**src/rtl/pl_fetch_unit_if.sv**
```systemverilog
// rtl/pl_fetch_unit_if.sv - instruction memory request/response bus
interface pl_fetch_unit_if #(
    parameter int PROG_CTR_WID = 10
);
    logic                    imem_req;
    logic [PROG_CTR_WID-1:0] imem_addr;
    logic                    imem_ready;
    logic                    imem_rvalid;
    logic [15:0]             imem_rdata;

    modport master (
        output imem_req,
        output imem_addr,
        input  imem_ready,
        input  imem_rvalid,
        input  imem_rdata
    );

    modport slave (
        input  imem_req,
        input  imem_addr,
        output imem_ready,
        output imem_rvalid,
        output imem_rdata
    );
endinterface

```
**src/rtl/pl_fetch_unit.sv**
```systemverilog
// rtl/pl_fetch_unit.sv - instruction fetch front end with in-order buffer
module pl_fetch_unit #(
    parameter int PROG_CTR_WID = 10,
    parameter int BUF_DEPTH    = 2
) (
    input  logic                    clk,
    input  logic                    rst,
    input  logic                    stall_ID,
    input  logic                    branch_taken_EX,
    input  logic [PROG_CTR_WID-1:0] branch_target_EX,
    pl_fetch_unit_if.master         imem,
    output logic [15:0]             instr_mem_out,
    output logic                    instr_valid,
    output logic [PROG_CTR_WID-1:0] instr_pc,
    output logic [PROG_CTR_WID-1:0] fetch_pc
);
    localparam int PTR_W = (BUF_DEPTH > 1) ? $clog2(BUF_DEPTH) : 1;
    localparam int CNT_W = $clog2(BUF_DEPTH + 1);
    localparam logic [CNT_W:0]   DEPTH_C = (CNT_W + 1)'(BUF_DEPTH);
    localparam logic [PTR_W-1:0] LAST_C  = PTR_W'(BUF_DEPTH - 1);

    logic [15:0]             instr_buf [BUF_DEPTH];
    logic [PROG_CTR_WID-1:0] pc_buf    [BUF_DEPTH];
    logic [PROG_CTR_WID-1:0] tag_buf   [BUF_DEPTH];

    logic [PTR_W-1:0] rd_ptr, wr_ptr, tag_rd, tag_wr;
    logic [CNT_W-1:0] count, outstanding, discard_cnt;
    logic [CNT_W:0]   in_use;
    logic             accept, rsp, drop, push, pop;

    function automatic logic [PTR_W-1:0] ptr_inc(input logic [PTR_W-1:0] p);
        return (p == LAST_C) ? '0 : p + 1'b1;
    endfunction

    // Credits cover both buffered words and requests still in flight.
    assign in_use        = {1'b0, count} + {1'b0, outstanding};
    assign imem.imem_req  = !rst && !branch_taken_EX && (in_use < DEPTH_C);
    assign imem.imem_addr = fetch_pc;

    assign accept = imem.imem_req && imem.imem_ready;
    assign rsp    = imem.imem_rvalid && (outstanding != '0);
    assign drop   = rsp && ((discard_cnt != '0) || branch_taken_EX);
    assign push   = rsp && !drop;

    assign instr_valid   = (count != '0);
    assign pop           = instr_valid && !stall_ID && !branch_taken_EX;
    assign instr_mem_out = instr_valid ? instr_buf[rd_ptr] : 16'h0000;
    assign instr_pc      = instr_valid ? pc_buf[rd_ptr] : '0;

    always_ff @(posedge clk) begin
        if (rst) begin
            fetch_pc    <= '0;
            rd_ptr      <= '0;
            wr_ptr      <= '0;
            tag_rd      <= '0;
            tag_wr      <= '0;
            count       <= '0;
            outstanding <= '0;
            discard_cnt <= '0;
        end else begin
            // The tag FIFO follows every response, stale or not, to stay aligned.
            if (accept) begin
                tag_buf[tag_wr] <= fetch_pc;
                tag_wr          <= ptr_inc(tag_wr);
            end
            if (rsp) begin
                tag_rd <= ptr_inc(tag_rd);
            end
            outstanding <= outstanding + CNT_W'(accept) - CNT_W'(rsp);

            if (branch_taken_EX) begin
                fetch_pc    <= branch_target_EX;
                rd_ptr      <= '0;
                wr_ptr      <= '0;
                count       <= '0;
                // Everything still in flight is stale, including words already marked.
                discard_cnt <= outstanding - CNT_W'(rsp);
            end else begin
                if (accept) begin
                    fetch_pc <= fetch_pc + 1'b1;
                end
                if (push) begin
                    instr_buf[wr_ptr] <= imem.imem_rdata;
                    pc_buf[wr_ptr]    <= tag_buf[tag_rd];
                    wr_ptr            <= ptr_inc(wr_ptr);
                end
                if (pop) begin
                    rd_ptr <= ptr_inc(rd_ptr);
                end
                count <= count + CNT_W'(push) - CNT_W'(pop);
                if (drop) begin
                    discard_cnt <= discard_cnt - 1'b1;
                end
            end
        end
    end
endmodule

```
**src/flat_wrapper.sv**
```systemverilog
// flat-port wrapper written by rule: the top's interface ports become plain ports
module pl_fetch_unit_flat 
#(
    parameter int PROG_CTR_WID = 10,
    parameter int BUF_DEPTH    = 2
)
  (clk, rst, stall_ID, branch_taken_EX, branch_target_EX, instr_mem_out, instr_valid, instr_pc, fetch_pc, imem_imem_req, imem_imem_addr, imem_imem_ready, imem_imem_rvalid, imem_imem_rdata);
  pl_fetch_unit_if #(.PROG_CTR_WID(PROG_CTR_WID)) imem_i ();
  input  logic clk;
  input  logic rst;
  input  logic stall_ID;
  input  logic branch_taken_EX;
  input  logic [PROG_CTR_WID-1:0] branch_target_EX;
  output logic [15:0] instr_mem_out;
  output logic instr_valid;
  output logic [PROG_CTR_WID-1:0] instr_pc;
  output logic [PROG_CTR_WID-1:0] fetch_pc;
  output wire logic [$bits(imem_i.imem_req)-1:0] imem_imem_req;
  output wire logic [$bits(imem_i.imem_addr)-1:0] imem_imem_addr;
  input wire logic [$bits(imem_i.imem_ready)-1:0] imem_imem_ready;
  input wire logic [$bits(imem_i.imem_rvalid)-1:0] imem_imem_rvalid;
  input wire logic [$bits(imem_i.imem_rdata)-1:0] imem_imem_rdata;
  assign imem_imem_req = imem_i.imem_req;
  assign imem_imem_addr = imem_i.imem_addr;
  assign imem_i.imem_ready = imem_imem_ready;
  assign imem_i.imem_rvalid = imem_imem_rvalid;
  assign imem_i.imem_rdata = imem_imem_rdata;
  pl_fetch_unit #(.PROG_CTR_WID(PROG_CTR_WID), .BUF_DEPTH(BUF_DEPTH)) u_core (.clk(clk), .rst(rst), .stall_ID(stall_ID), .branch_taken_EX(branch_taken_EX), .branch_target_EX(branch_target_EX), .imem(imem_i), .instr_mem_out(instr_mem_out), .instr_valid(instr_valid), .instr_pc(instr_pc), .fetch_pc(fetch_pc));
endmodule
```
**config.mk**
```make
export PLATFORM = sky130hd
export DESIGN_NAME = pl_fetch_unit_flat
export DESIGN_NICKNAME = d
export VERILOG_FILES = /design/src/rtl/pl_fetch_unit_if.sv /design/src/rtl/pl_fetch_unit.sv /design/src/flat_wrapper.sv
export SDC_FILE = /design/constraint.sdc
export NUM_CORES = 1
export LEC_CHECK = 0
export ABC_AREA = 1
export CAP_MARGIN = 15
export CORE_ASPECT_RATIO = 0.5
export CORE_MARGIN = 1.5
export CORE_UTILIZATION = 30
export DETAILED_ROUTE_END_ITERATION = 10
export SLEW_MARGIN = 20
export SYNTH_ARGS = -nofsm -noshare
export SYNTH_HDL_FRONTEND = slang
export SYNTH_SLANG_ARGS = --single-unit
```
**constraint.sdc**
```tcl
create_clock -name clk -period 6.1 [get_ports clk]
set_input_delay 1.22 -clock clk [delete_from_list [all_inputs] [get_ports clk]]
set_output_delay 1.22 -clock clk [all_outputs]
set_load 0.01 [all_outputs]
```
# Yosys cells after proc, flatten, opt, wreduce, memory -nomap -nowiden
# Memory sizes are Yosys's and may differ from the RTL's. A register that Yosys moved wholly into a read port is not among the register bits.
# Index checks and enable logic that the tools add are counted.
[totals]
regBits = 20
n_memories = 3
ram_bits = 72
[op_classes]
n_mux = 23
order_cmp = 1
reduce_logical = 19
add_sub_neg = 12
[memory_table]
columns = ["memory", "depth", "word_bits", "read_ports", "rd_clocked_by_memory_dff", "wr", "line_no", "source"]
rows = [
  ["u_core.instr_buf", 2, 16, 1, 1, 1, "pl_fetch_unit.sv:22", "logic [15:0] instr_buf [BUF_DEPTH];"],
  ["u_core.pc_buf", 2, 10, 1, 1, 1, "pl_fetch_unit.sv:23", "logic [PROG_CTR_WID-1:0] pc_buf [BUF_DEPTH];"],
  ["u_core.tag_buf", 2, 10, 1, 1, 1, "pl_fetch_unit.sv:24", "logic [PROG_CTR_WID-1:0] tag_buf [BUF_DEPTH];"],
]
[op_table]
columns = ["operator", "n"]
rows = [
  ["10-bit 2-to-1 mux", 3],
  ["1-bit 2-to-1 mux", 17],
  ["16-bit 2-to-1 mux", 1],
  ["10-bit by 1-bit adder with 10-bit output (second input constant)", 1],
  ["2-bit nonzero test", 5],
  ["1-bit logical AND", 8],
  ["2-bit by 1-bit subtractor with 2-bit output", 3],
  ["1-bit adder (second input constant)", 4],
  ["2-bit by 1-bit adder with 2-bit output", 2],
  ["1-bit zero test", 4],
  ["2-bit 2-to-1 mux", 2],
  ["2-bit by 2-bit adder with 3-bit output", 1],
  ["3-bit by 2-bit < comparator with 1-bit output (second input constant)", 1],
  ["2-bit OR reduction", 1],
  ["2-bit by 1-bit subtractor with 2-bit output (second input constant)", 1],
  ["1-bit logical OR", 1],
]

# Depth between registers and ports, before layout
[logic_depth]
depth_word = 9
ltp_mapped = 10

# Worst setup path before layout
# No wires, ideal clock.
[synth_timing]
path_type = "input -> register"
from = "input port imem_imem_rvalid"
to = "memory u_core.instr_buf[1][0], enable pin"
setup_ps = 442
required_ps = 5658
arrival_ps = 3348
slack_ps = 2311
path_buffers = 0
cell_stages = 4
path_cell_list = "o21ai_0 > inv_1 > nand3_1 > nor3_1"
[synth_between]
elab_chain_len = 8
[synth_rtl]
columns = ["element", "line_no", "source"]
rows = [
  ["from (decl)", "flat_wrapper.sv:21", "input wire logic [$bits(imem_i.imem_rvalid)-1:0] imem_imem_rvalid;"],
  ["1-bit logical AND *", "pl_fetch_unit.sv:41", "assign rsp = imem.imem_rvalid && (outstanding != '0);"],
  ["via u_core.rsp", "pl_fetch_unit.sv:29", "logic accept, rsp, drop, push, pop;"],
  ["1-bit logical AND", "pl_fetch_unit.sv:42", "assign drop = rsp && ((discard_cnt != '0) || branch_taken_EX);"],
  ["1-bit zero test", "pl_fetch_unit.sv:43", "assign push = rsp && !drop;"],
  ["1-bit logical AND *", "pl_fetch_unit.sv:43", ""],
  ["1-bit 2-to-1 mux *", "pl_fetch_unit.sv:82", "if (push) begin"],
  ["1-bit 2-to-1 mux *", "pl_fetch_unit.sv:71", "if (branch_taken_EX) begin"],
  ["1-bit 2-to-1 mux *", "pl_fetch_unit.sv:51", "if (rst) begin"],
  ["1-bit 2-to-1 mux (implied by the code) *", "pl_fetch_unit.sv:83", "instr_buf[wr_ptr] <= imem.imem_rdata;"],
  ["to (decl)", "pl_fetch_unit.sv:22", ""],
]
# Mark *: on every way through the listed nets, which the timed path passes. The rest lies on a longest branch.

# Final worst setup path
[layout_timing]
from = "input port branch_taken_EX"
to = "output port imem_imem_req"
[layout_between]
elab_chain_len = 3
[layout_rtl]
columns = ["element", "line_no", "source"]
rows = [
  ["from (decl)", "flat_wrapper.sv:12", "input logic branch_taken_EX;"],
  ["1-bit zero test", "pl_fetch_unit.sv:37", "assign imem.imem_req = !rst && !branch_taken_EX && (in_use < DEPTH_C);"],
  ["1-bit logical AND (2 in a row)", "pl_fetch_unit.sv:37", ""],
  ["to (decl)", "flat_wrapper.sv:18", "output wire logic [$bits(imem_i.imem_req)-1:0] imem_imem_req;"],
]
# No other way between the ends.

==> qor.yml <==
critical_path:
  r2r_slack_ns: 3.67
  r2r-start: "u_core.outstanding[0]$_SDFF_PP0_"
  crit_required_ns: 4.88
  r2r-end: "u_core.tag_buf[0][4]$_DFFE_PP_"
  arrival_ns: 2.93
  crit_path_top_delay_cell: "clkdlybuf4s50_1"
  endpoint: "imem_imem_req"
  crit_type: "primary input to output port"
  crit_chain: "clkdlybuf4s50_1, nor2_4, nand2_1, inv_1, clkdlybuf4s50_1"
  worstRegToRegCells: 6
  crit_path_max_fanout: 16
  critPathLaunchType: "primary input"
  worstSetupEndpointType: "output port"
  crit_top_cell: "clkdlybuf4s50_1"
  critPathMaxStageDelay_ns: 0.76
  crit_path_start: "branch_taken_EX"
floorplan:
  start_util_pct: 31.3
  ios: 80
  die_h_um: 85.1
  die_x_um: 167
  die_area_um2: 14200
  core_area_um2: 12900
  row_count: 29
detailed_routing:
  wl_per_cell_um: 12.7
  vias: 2698
  dr_wl_met2_um: 3790
  wl_met1_um: 3710
  vias_per_cell: 4.33
  dr.pass1.iters: 4
  dr_wl_met3_um: 370
  drtAntennaViolNets: 0
  wl_um: 7940
  highest_layer: "met4"
  drc: 0
  drt_iter0_drc: 190
placement:
  hpwlAfterDp_um: 5340
  numPortBuffers: 79
  dp.cells: 607
  pre_cts_slack_ns: 1.93
  gp_congestion: 0.777
power_and_ir_drop:
  sequentialPowerShare_pct: 50.6
  p_leak_uw: 0.00189
  ir_worst_vdd_uv: 132
  clkPwrFrac_pct: 38.0
  switchingPower_uw: 318
  p_int_uw: 1170
  netSwitchingFraction_pct: 21.5
  comb_power_share_pct: 11.4
  p_per_area_nw_per_um2: 283
clock_tree:
  htreeDepth: 3
  clk_pin_slew_worst_paths_ns: 0.06
  post_cts.repair.setup_buffers: 0
  root_buffer: "clkbuf_16"
  cts_resized: 0
  ctsLongestPathBuffers: 2
  holdBufCountCts: 0
  clk_latency_ns: 0.33
  cts_tree: "done"
  cts_buffers: 9
  cts_sinks: 94
layout:
  diodes: 0
  final_nets: 487
  drive_above_1_share_pct: 8.17
  layoutNonFillerInstCount: 623
  syn_to_final_growth_pct: 29.3
timing:
  worst_pin_slew_ns: 0.851
  period_minus_slack_ns: 4.15
  grt_setup_unrepaired: "no"
  setup_tns_ns: 0
  max_slew_margin_pct: 43.0
  setup_viol: 0
  finalHoldViolations: 0
  clock.fmax_mhz: 241
  layout_worst_path_cycle_share_pct: 68.1
  fin_skew_ns: 0.00703
  slew_viol_final: 0
  setup_ws_ns: 1.95
logic_synthesis:
  syn-cell-area_um2: 4050
  syn_inst: 378
  syn_area_per_cell_um2: 10.7
  synth.ff_latch_count: 94
  synth_warnings: 0
  syn-num-nets: 417
  ys_seq_area_share_pct: 64.3
  yosysUniqueCellTypes: 29
flow_run:
  cap_violations: 0
global_routing:
  grt_overflow: 0
  antenna_found_initial: 0
  track_usage_pct: 12.0
  grt_max_degree: 28
  grt_pass1_wl_um: 13100
  grt_pass1_vias: 2564
worst_hold_path:
  holdPathStages: 1
  min_path_type: "flop to flop"
status:
  status: "completed"
cell usage after synthesis:
cell type | count | area [um2]
dfxtp_1 | 22 | 440
nor2_2 | 1 | 6.26
clkbuf_1 | 1 | 3.75
nor3_1 | 1 | 5.00
nor2_1 | 24 | 90.1
clkinv_2 | 1 | 5.00
mux2_2 | 10 | 113
a21oi_2 | 2 | 17.5
buf_2 | 8 | 40.0
fa_1 | 1 | 20.0
xnor2_1 | 3 | 26.3
buf_4 | 11 | 82.6
o21bai_1 | 1 | 7.51
o21ai_0 | 9 | 45.0
nand3b_1 | 2 | 15.0
nand3_2 | 1 | 10.0
nor2_4 | 1 | 11.3
or2_2 | 2 | 12.5
buf_1 | 1 | 3.75
buf_6 | 2 | 22.5
mux2i_1 | 1 | 10.0
ha_1 | 6 | 75.1
inv_1 | 32 | 120
a21oi_1 | 43 | 215
nand2_1 | 98 | 368
edfxtp_1 | 72 | 2160
clkinv_1 | 2 | 7.51
nand3_1 | 19 | 95.1
nand3_4 | 1 | 17.5
registers in the layout, indices dropped and copies added (netlist names), 2 cells and up, named ones only:
name / cells
u_core.instr_buf: 32
u_core.tag_buf: 20
u_core.fetch_pc: 10
u_core.discard_cnt: 2
u_core.count: 2
u_core.pc_buf: 20
u_core.outstanding: 2
layout make-up:
class | instances | area [um2]
tap | 170 | 213
inverter | 35 | 133
timing repair buffer | 82 | 813
clock buffer | 11 | 233
sequential | 94 | 2600
fill | 1236 | 7680
multi-input combinational | 226 | 1170
clock inverter | 5 | 73.8
critical path: cells and delay by family:
kind,cells,cell delay (ns)
buffers and inverters,3,1.33
and+or+nand+nor,2,0.38
metal layers:
metal | global-route usage, % | vias to the layer above
met3 | 4.24 | 6
met2 | 19.4 | 49
met5 | 0 | -
li1 | - | 1393
met4 | 4.10 | 0
met1 | 15.0 | 1250
cells in the final DEF (no fill, tap or decap):
cell type | Yosys | routed
nand2_1 | 98 | 98
clkdlybuf4s50_1 | 0 | 79
edfxtp_1 | 72 | 72
a21oi_1 | 43 | 43
inv_1 | 32 | 32
nor2_1 | 24 | 23
dfxtp_1 | 22 | 22
nand3_1 | 19 | 19
mux2_2 | 10 | 10
o21ai_0 | 9 | 9
clkbuf_16 | 0 | 9
ha_1 | 6 | 6
clkinv_1 | 2 | 3
xnor2_1 | 3 | 3
buf_4 | 11 | 3
or2_2 | 2 | 2
clkinv_2 | 1 | 2
nor2_2 | 1 | 2
nand3b_1 | 2 | 2
a21oi_2 | 2 | 2
bufinv_16 | 0 | 2
clkbuf_1 | 1 | 2
nor2_4 | 1 | 1
nand3_4 | 1 | 1
nor3_2 | 0 | 1
mux2i_1 | 1 | 1
o21bai_1 | 1 | 1
nand3_2 | 1 | 1
fa_1 | 1 | 1
clkinvlp_2 | 0 | 1
through the flow:
| step | util [%] | total power, uW | hold slack, ns | cell area [um2] |
|---|---|---|---|---|
| floorplan | - | 862 | 0.425 | 4050 |
| global placement | 38.2 | 935 | 0.437 | 4930 |
| detailed placement | 38.2 | 936 | 0.447 | 4930 |
| CTS | 40.5 | 1510 | 0.457 | 5240 |
| global route | 40.5 | 1550 | 0.494 | 5240 |
| finish | 40.5 | 1480 | 0.456 | 5240 |
power groups by stage:
| stage | clock network [uW] | logic, uW | registers, uW |
|---|---|---|---|
| after detailed placement | 0 | 171 | 766 |
| after global routing | 605 | 191 | 756 |
| after CTS | 581 | 172 | 752 |
| after floorplan | 0 | 109 | 753 |
| final | 564 | 169 | 751 |
| after global placement | 0 | 170 | 765 |
cells by family after synthesis:
logic type | Yosys count | synth area share, %
simple gates | 150 | 15.6
compound gates | 55 | 7.05
mux | 11 | 3.03
flops | 94 | 64.3
fa+ha+maj | 7 | 2.35
buf+inv | 58 | 7.05
xor+xnor | 3 | 0.649
worst min-delay path by stage:
stage                     slack, ns                        from                          to
final                          0.46  u_core.tag_rd$_SDFFE_PP0P_  u_core.tag_rd$_SDFFE_PP0P_
after global routing           0.49  u_core.tag_rd$_SDFFE_PP0P_                        flop
after CTS                      0.46  u_core.tag_rd$_SDFFE_PP0P_  u_core.tag_rd$_SDFFE_PP0P_
after detailed placement       0.45  u_core.tag_rd$_SDFFE_PP0P_                        flop
after global placement         0.44  u_core.tag_rd$_SDFFE_PP0P_  u_core.tag_rd$_SDFFE_PP0P_
after floorplan                0.43  u_core.tag_rd$_SDFFE_PP0P_                        flop
(Power assumes the default switching activity.)
